[src/rtl/jtag_sample_link.sv]
// rtl/jtag_sample_link.sv - Avalon-MM master on the JTAG UART data register
// Decodes chunked DAC setpoint frames; uploads ADC channel results as chunked bytes.
module jtag_sample_link #(
  parameter int DAC_W    = 12,
  parameter int ADC_W    = 10,
  parameter int NUM_CH   = 24,
  parameter int POLL_DIV = 50
) (
  input  logic                    clk,
  input  logic                    reset_n,
  output logic                    av_chipselect,
  output logic                    av_address,
  output logic                    av_read,
  output logic                    av_write,
  output logic [31:0]             av_writedata,
  input  logic [31:0]             av_readdata,
  input  logic                    av_waitrequest,
  input  logic [NUM_CH*ADC_W-1:0] adc_values,
  output logic [DAC_W-1:0]        dac_value,
  output logic                    dac_push,
  output logic                    frame_err,
  output logic                    busy
);
  localparam int DAC_CHUNKS = (DAC_W + 5) / 6;
  localparam int ADC_CHUNKS = (ADC_W + 4) / 5;
  localparam int AW = DAC_CHUNKS * 6;
  localparam int SW = ADC_CHUNKS * 5;
  localparam int PW = (POLL_DIV > 1) ? $clog2(POLL_DIV) : 1;
  localparam int KW = (DAC_CHUNKS > 1) ? $clog2(DAC_CHUNKS) : 1;
  localparam int JW = (ADC_CHUNKS > 1) ? $clog2(ADC_CHUNKS) : 1;
  localparam logic [PW-1:0] POLL_LAST = PW'(POLL_DIV - 1);
  localparam logic [KW-1:0] K_LAST    = KW'(DAC_CHUNKS - 1);
  localparam logic [JW-1:0] J_LAST    = JW'(ADC_CHUNKS - 1);
  localparam logic [5:0]    NUM_CH6   = 6'(NUM_CH);
  localparam logic [5:0]    CH_LAST   = 6'(NUM_CH - 1);

  typedef enum logic [2:0] {IDLE, RD_REQ, DECODE, LOAD, WR_REQ} state_t;
  state_t state, state_n;

  logic [PW-1:0] poll_cnt;
  logic [KW-1:0] k;
  logic [JW-1:0] j;
  logic [5:0]    ch;
  logic          dump_all, discard, gap, rx_valid;
  logic [7:0]    rx_byte;
  logic [AW-1:0] asm_buf, asm_next;
  logic [SW-1:0] snap, snap_in;

  logic [5:0] payload;
  logic       is_last, is_cmd, cmd_valid, cmd_ok, k_final, j_final, more_ch;
  logic [4:0] chunk;
  logic       unused_bits;

  assign payload   = rx_byte[5:0];
  assign is_last   = rx_byte[7];
  assign is_cmd    = rx_byte[6];
  assign cmd_valid = (payload < NUM_CH6) || (payload == 6'd63);
  assign cmd_ok    = rx_valid && !discard && is_cmd && is_last && cmd_valid;
  assign k_final   = (k == K_LAST);
  assign j_final   = (j == J_LAST);
  assign more_ch   = dump_all && (ch != CH_LAST);
  assign chunk     = snap[int'(j)*5 +: 5];

  assign av_chipselect = 1'b1;
  assign av_address    = 1'b0;
  assign unused_bits   = ^{av_readdata[31:16], av_readdata[14:8]};

  always_comb begin
    asm_next = asm_buf;
    asm_next[int'(k)*6 +: 6] = payload;
  end

  always_comb begin
    snap_in = '0;
    snap_in[ADC_W-1:0] = adc_values[int'(ch)*ADC_W +: ADC_W];
  end

  always_ff @(posedge clk or negedge reset_n) begin
    if (!reset_n) state <= IDLE;
    else          state <= state_n;
  end

  always_comb begin
    state_n      = state;
    av_read      = 1'b0;
    av_write     = 1'b0;
    busy         = 1'b0;
    av_writedata = '0;
    case (state)
      IDLE:   if (poll_cnt == POLL_LAST) state_n = RD_REQ;
      RD_REQ: begin
        av_read = 1'b1;
        if (!av_waitrequest) state_n = DECODE;
      end
      DECODE: state_n = cmd_ok ? LOAD : IDLE;
      LOAD: begin
        busy    = 1'b1;
        state_n = WR_REQ;
      end
      WR_REQ: begin
        busy         = 1'b1;
        av_write     = !gap;
        av_writedata = {24'b0, (j_final ? 3'b111 : 3'b000), chunk};
        if (gap && j_final) state_n = more_ch ? LOAD : IDLE;
      end
      default: state_n = IDLE;
    endcase
  end

  always_ff @(posedge clk or negedge reset_n) begin
    if (!reset_n) begin
      poll_cnt  <= '0;
      k         <= '0;
      j         <= '0;
      ch        <= '0;
      dump_all  <= 1'b0;
      discard   <= 1'b0;
      gap       <= 1'b0;
      rx_valid  <= 1'b0;
      rx_byte   <= '0;
      asm_buf   <= '0;
      snap      <= '0;
      dac_value <= '0;
      dac_push  <= 1'b0;
      frame_err <= 1'b0;
    end else begin
      dac_push  <= 1'b0;
      frame_err <= 1'b0;
      poll_cnt  <= '0;
      case (state)
        IDLE: poll_cnt <= (poll_cnt == POLL_LAST) ? '0 : poll_cnt + PW'(1);
        RD_REQ: if (!av_waitrequest) begin
          rx_valid <= av_readdata[15];
          rx_byte  <= av_readdata[7:0];
        end
        DECODE: if (rx_valid) begin
          if (discard) begin
            // Drop everything up to and including the next frame terminator
            if (is_last) begin
              discard <= 1'b0;
              k       <= '0;
            end
          end else if (!is_cmd) begin
            if (k_final) begin
              k <= '0;
              if (is_last) begin
                dac_value <= asm_next[DAC_W-1:0];
                dac_push  <= 1'b1;
              end else begin
                frame_err <= 1'b1;
                discard   <= 1'b1;
              end
            end else if (is_last) begin
              frame_err <= 1'b1;
              k         <= '0;
            end else begin
              asm_buf <= asm_next;
              k       <= k + KW'(1);
            end
          end else begin
            k <= '0;
            if (k != '0 || !is_last || !cmd_valid) frame_err <= 1'b1;
            if (cmd_ok) begin
              ch       <= (payload == 6'd63) ? 6'd0 : payload;
              dump_all <= (payload == 6'd63);
            end
          end
        end
        LOAD: begin
          snap <= snap_in;
          j    <= '0;
          gap  <= 1'b0;
        end
        WR_REQ: begin
          if (!gap) begin
            if (!av_waitrequest) gap <= 1'b1;
          end else begin
            gap <= 1'b0;
            if (!j_final)     j  <= j + JW'(1);
            else if (more_ch) ch <= ch + 6'd1;
          end
        end
        default: ;
      endcase
    end
  end
endmodule

[config.mk]
export PLATFORM = sky130hd
export DESIGN_NAME = jtag_sample_link
export DESIGN_NICKNAME = d
export VERILOG_FILES = /design/src/rtl/jtag_sample_link.sv
export SDC_FILE = /design/constraint.sdc
export NUM_CORES = 1
export LEC_CHECK = 0
export BUFFER_PORTS_ARGS = -buffer_cell sky130_fd_sc_hd__buf_4
export CORE_AREA = 3 3 124 126
export CTS_BUF_LIST = sky130_fd_sc_hd__clkbuf_16
export DETAILED_ROUTE_END_ITERATION = 7
export DIE_AREA = 0 0 127 129
export PLACE_DENSITY = 0.74
export SYNTH_ARGS = -nofsm -noshare
export SYNTH_HDL_FRONTEND = slang
export SYNTH_SLANG_ARGS = --single-unit
[constraint.sdc]
create_clock -name clk -period 5.35 [get_ports clk]
set_clock_uncertainty 0.1 [all_clocks]
set_input_delay 0.8025 -clock clk [delete_from_list [all_inputs] [get_ports clk]]
set_output_delay 0.8025 -clock clk [all_outputs]
set_load 0.03 [all_outputs]
==> impl_metrics.json <==
{
  "switchingPower_mw": 0.468,
  "ys_ff_latch": 59,
  "cp.required_ns": 4.45,
  "crit_fanout": 23,
  "layout_commonest_cell": "buf_4",
  "fp.dieH_um": 129,
  "grt_overflow": 0,
  "drv_slew": 0,
  "ir_drop_uv": 137,
  "max_slew_margin_pct": 21.3,
  "antenna_found_initial": 1,
  "vias_per_cell": 5.43,
  "yosysSeqAreaShare_pct": 30.0,
  "drc": 0,
  "areaGrowthSynthToFinish_pct": 47.3,
  "core_area_um2": 14400,
  "cts_tree": "done",
  "clock-root-buffer": "clkbuf_16",
  "hold_violations": 0,
  "grt_start_max_net_pins": 60,
  "postCtsSetupRepairBufs": 0,
  "final_cell_mix": "buf_4 (279), mux4_2 (60), dfrtp_1 (57)",
  "wl_mm": 18.1,
  "hold_class": "flop to flop",
  "worstPathArrival_ns": 2.07,
  "cp-start-kind": "flop",
  "synth_warnings": 0,
  "finish.utilization_pct": 50.2,
  "final_layout_size_suffix_gt1_share_pct": 59.0,
  "fmax_ghz": 0.336,
  "p_seq_share_pct": 37.1,
  "fin_crit_sh_pct": 55.6,
  "synth-main-ff-cell": "dfrtp_1",
  "cts_num_sinks": 59,
  "wl_per_cell_um": 21.4,
  "drt-initial-drc-count": 307,
  "tns_ns": 0,
  "grt_pass1_vias": 4962,
  "ant_nets": 0,
  "p_comb_share_pct": 26.5,
  "holdWs_ns": 0.397,
  "grt_usage_pct": 21.7,
  "clkPwrFrac_pct": 36.4,
  "crit_path_end_kind": "primary output",
  "netlist_instances": 405,
  "cts_buffers": 9,
  "synthDistinctLibCells": 64,
  "p_int_mw": 1.17,
  "hpwl_mm": 14.7,
  "status": "completed",
  "die_w_um": 127,
  "rsz0062_at_grt": "false",
  "clk_pin_slew_ns": 0.05,
  "cts_max_level": 3,
  "synth_edf_count": 0,
  "diodes": 0,
  "p_sw_share_pct": 28.6,
  "power.leakage_nw": 3.36,
  "place_congestion": 0.891,
  "critical_path_class": "flop to primary output",
  "nets": 940,
  "async_flop_share_pct": 100,
  "io_buffers": 276,
  "synthesis.area_um2": 4910,
  "via_count": 4590,
  "rows": 44,
  "period_minus_slack_ns": 2.97,
  "dr.pass1.iters": 4,
  "power.density_nw_per_um2": 226,
  "grt_first_pass_wirelength_mm": 27.5,
  "tightest_slew_ns": 1.16,
  "cts.path.max_buffers": 2,
  "maxCapViolations": 0,
  "hold_buffers": 0,
  "clock_latency_ns": 0.33,
  "start_util_pct": 34.1,
  "cts_resized": 0,
  "setup_viol": 0,
  "syn_avg_cell_area_um2": 12.1,
  "dieArea_um2": 16400,
  "io_pins": 326
}
[logic make-up (layout without fill, tap and decap cells)]
logic type	after synthesis	in the layout	synth area share, %
AOI/OAI and AO/OA	76	76	11.2
xor gates and xnor gates	4	4	0.713
adders and majority gates	8	8	2.04
buffers and inverters	68	300	8.68
DFF	59	59	30.0
muxes	92	92	34.7
other	2	26	0.153
and+or+nand+nor	96	96	12.5
[routing by layer]
layer / track usage [%] / vias to the layer above / share of wire (%)
met2: 35.7 / 209 / 49
met1: 27.8 / 2286 / 40
li1: - / 2074 / -
met4: 4.54 / 2 / 1.4
met5: 0 / - / 0.055
met3: 7.60 / 19 / 9.8
[power groups by stage]
stage	Sequential, mW	Combinational [mW]	Clock, mW
floorplan	0.577	0.259	0
global placement	0.606	0.415	0
detailed placement	0.613	0.432	0
CTS	0.605	0.436	0.607
global route	0.617	0.477	0.633
finish	0.606	0.433	0.596
[worst paths after layout]
check	from	endpoint	slack, ns	depth (start not counted)
min reg2reg	asm_buf[4]	asm_buf[4]	0.40	1
min in group asynchronous	reset_n	dac_value[7]	0.43	1
max in group asynchronous	reset_n	ch[0]	4.13	1
min	asm_buf[4]	asm_buf[4]	0.40	1
max	state[1]	av_write	2.38	3
max reg2reg	ch[0]	snap[6]	2.52	5
[final cells by class]
type / count / area [um^2]
fill: 1292 / 7190
timing repair buffer: 279 / 2090
clock inverter: 6 / 81.3
clock buffer: 9 / 225
multi-input combinational: 302 / 3100
tap: 184 / 230
sequential: 59 / 1480
inverter: 6 / 22.5
[registers in the layout (all words and copies together), names as in the netlist]
register   count
asm_buf        6
gap            1
snap          10
frame_err      1
discard        1
rx_byte        8
poll_cnt       6
k              1
dump_all       1
dac_value     12
dac_push       1
j              1
rx_valid       1
state          3
ch             6
[synth_stat cells, types with 2 or more instances]
library cell | count | area, um^2
a211oi_1 | 6 | 45.0
a21oi_1 | 6 | 30.0
a221o_1 | 2 | 20.0
a221oi_1 | 9 | 78.8
a22oi_1 | 18 | 135
a2bb2oi_1 | 2 | 17.5
a31oi_1 | 7 | 43.8
and2_1 | 4 | 25.0
and3_1 | 14 | 87.6
and3b_1 | 2 | 17.5
buf_1 | 5 | 18.8
buf_2 | 12 | 60.1
buf_4 | 31 | 233
buf_6 | 5 | 56.3
clkbuf_1 | 7 | 26.3
clkbuf_2 | 2 | 10.0
conb_1 | 2 | 7.51
dfrtp_1 | 59 | 1480
ha_1 | 8 | 100
inv_1 | 6 | 22.5
mux2_2 | 26 | 293
mux2i_1 | 6 | 60.1
mux4_2 | 60 | 1350
nand2_1 | 11 | 41.3
nand2b_1 | 2 | 12.5
nand3_1 | 14 | 70.1
nand3b_1 | 2 | 15.0
nand4_1 | 2 | 12.5
nor2_1 | 19 | 71.3
nor2b_1 | 2 | 12.5
nor3_1 | 5 | 25.0
nor3b_1 | 2 | 15.0
nor4bb_1 | 3 | 30.0
o211ai_1 | 2 | 15.0
o21ai_0 | 11 | 55.1
xnor2_1 | 2 | 17.5
xor2_1 | 2 | 17.5
[per-stage QoR]
stage / instance area [um^2] / worst slack, ns / power [mW] / instances
2_1_floorplan: 5000 / 2.69 / 0.836 / 429
3_3_place_gp: 6930 / 2.50 / 1.02 / 830
3_5_place_dp: 6930 / 2.47 / 1.04 / 830
4_1_cts: 7240 / 2.36 / 1.65 / 845
5_1_grt: 7240 / 2.25 / 1.73 / 845
6_report: 7240 / 2.38 / 1.63 / 845
[worst max-delay path: stages (launching register included)]
cell and delay (ns):
dfrtp_1 0.54, or3b_2 0.78, nor2_1 0.23, buf_4 0.19
Note: power is estimated with default switching activity, not from simulation.
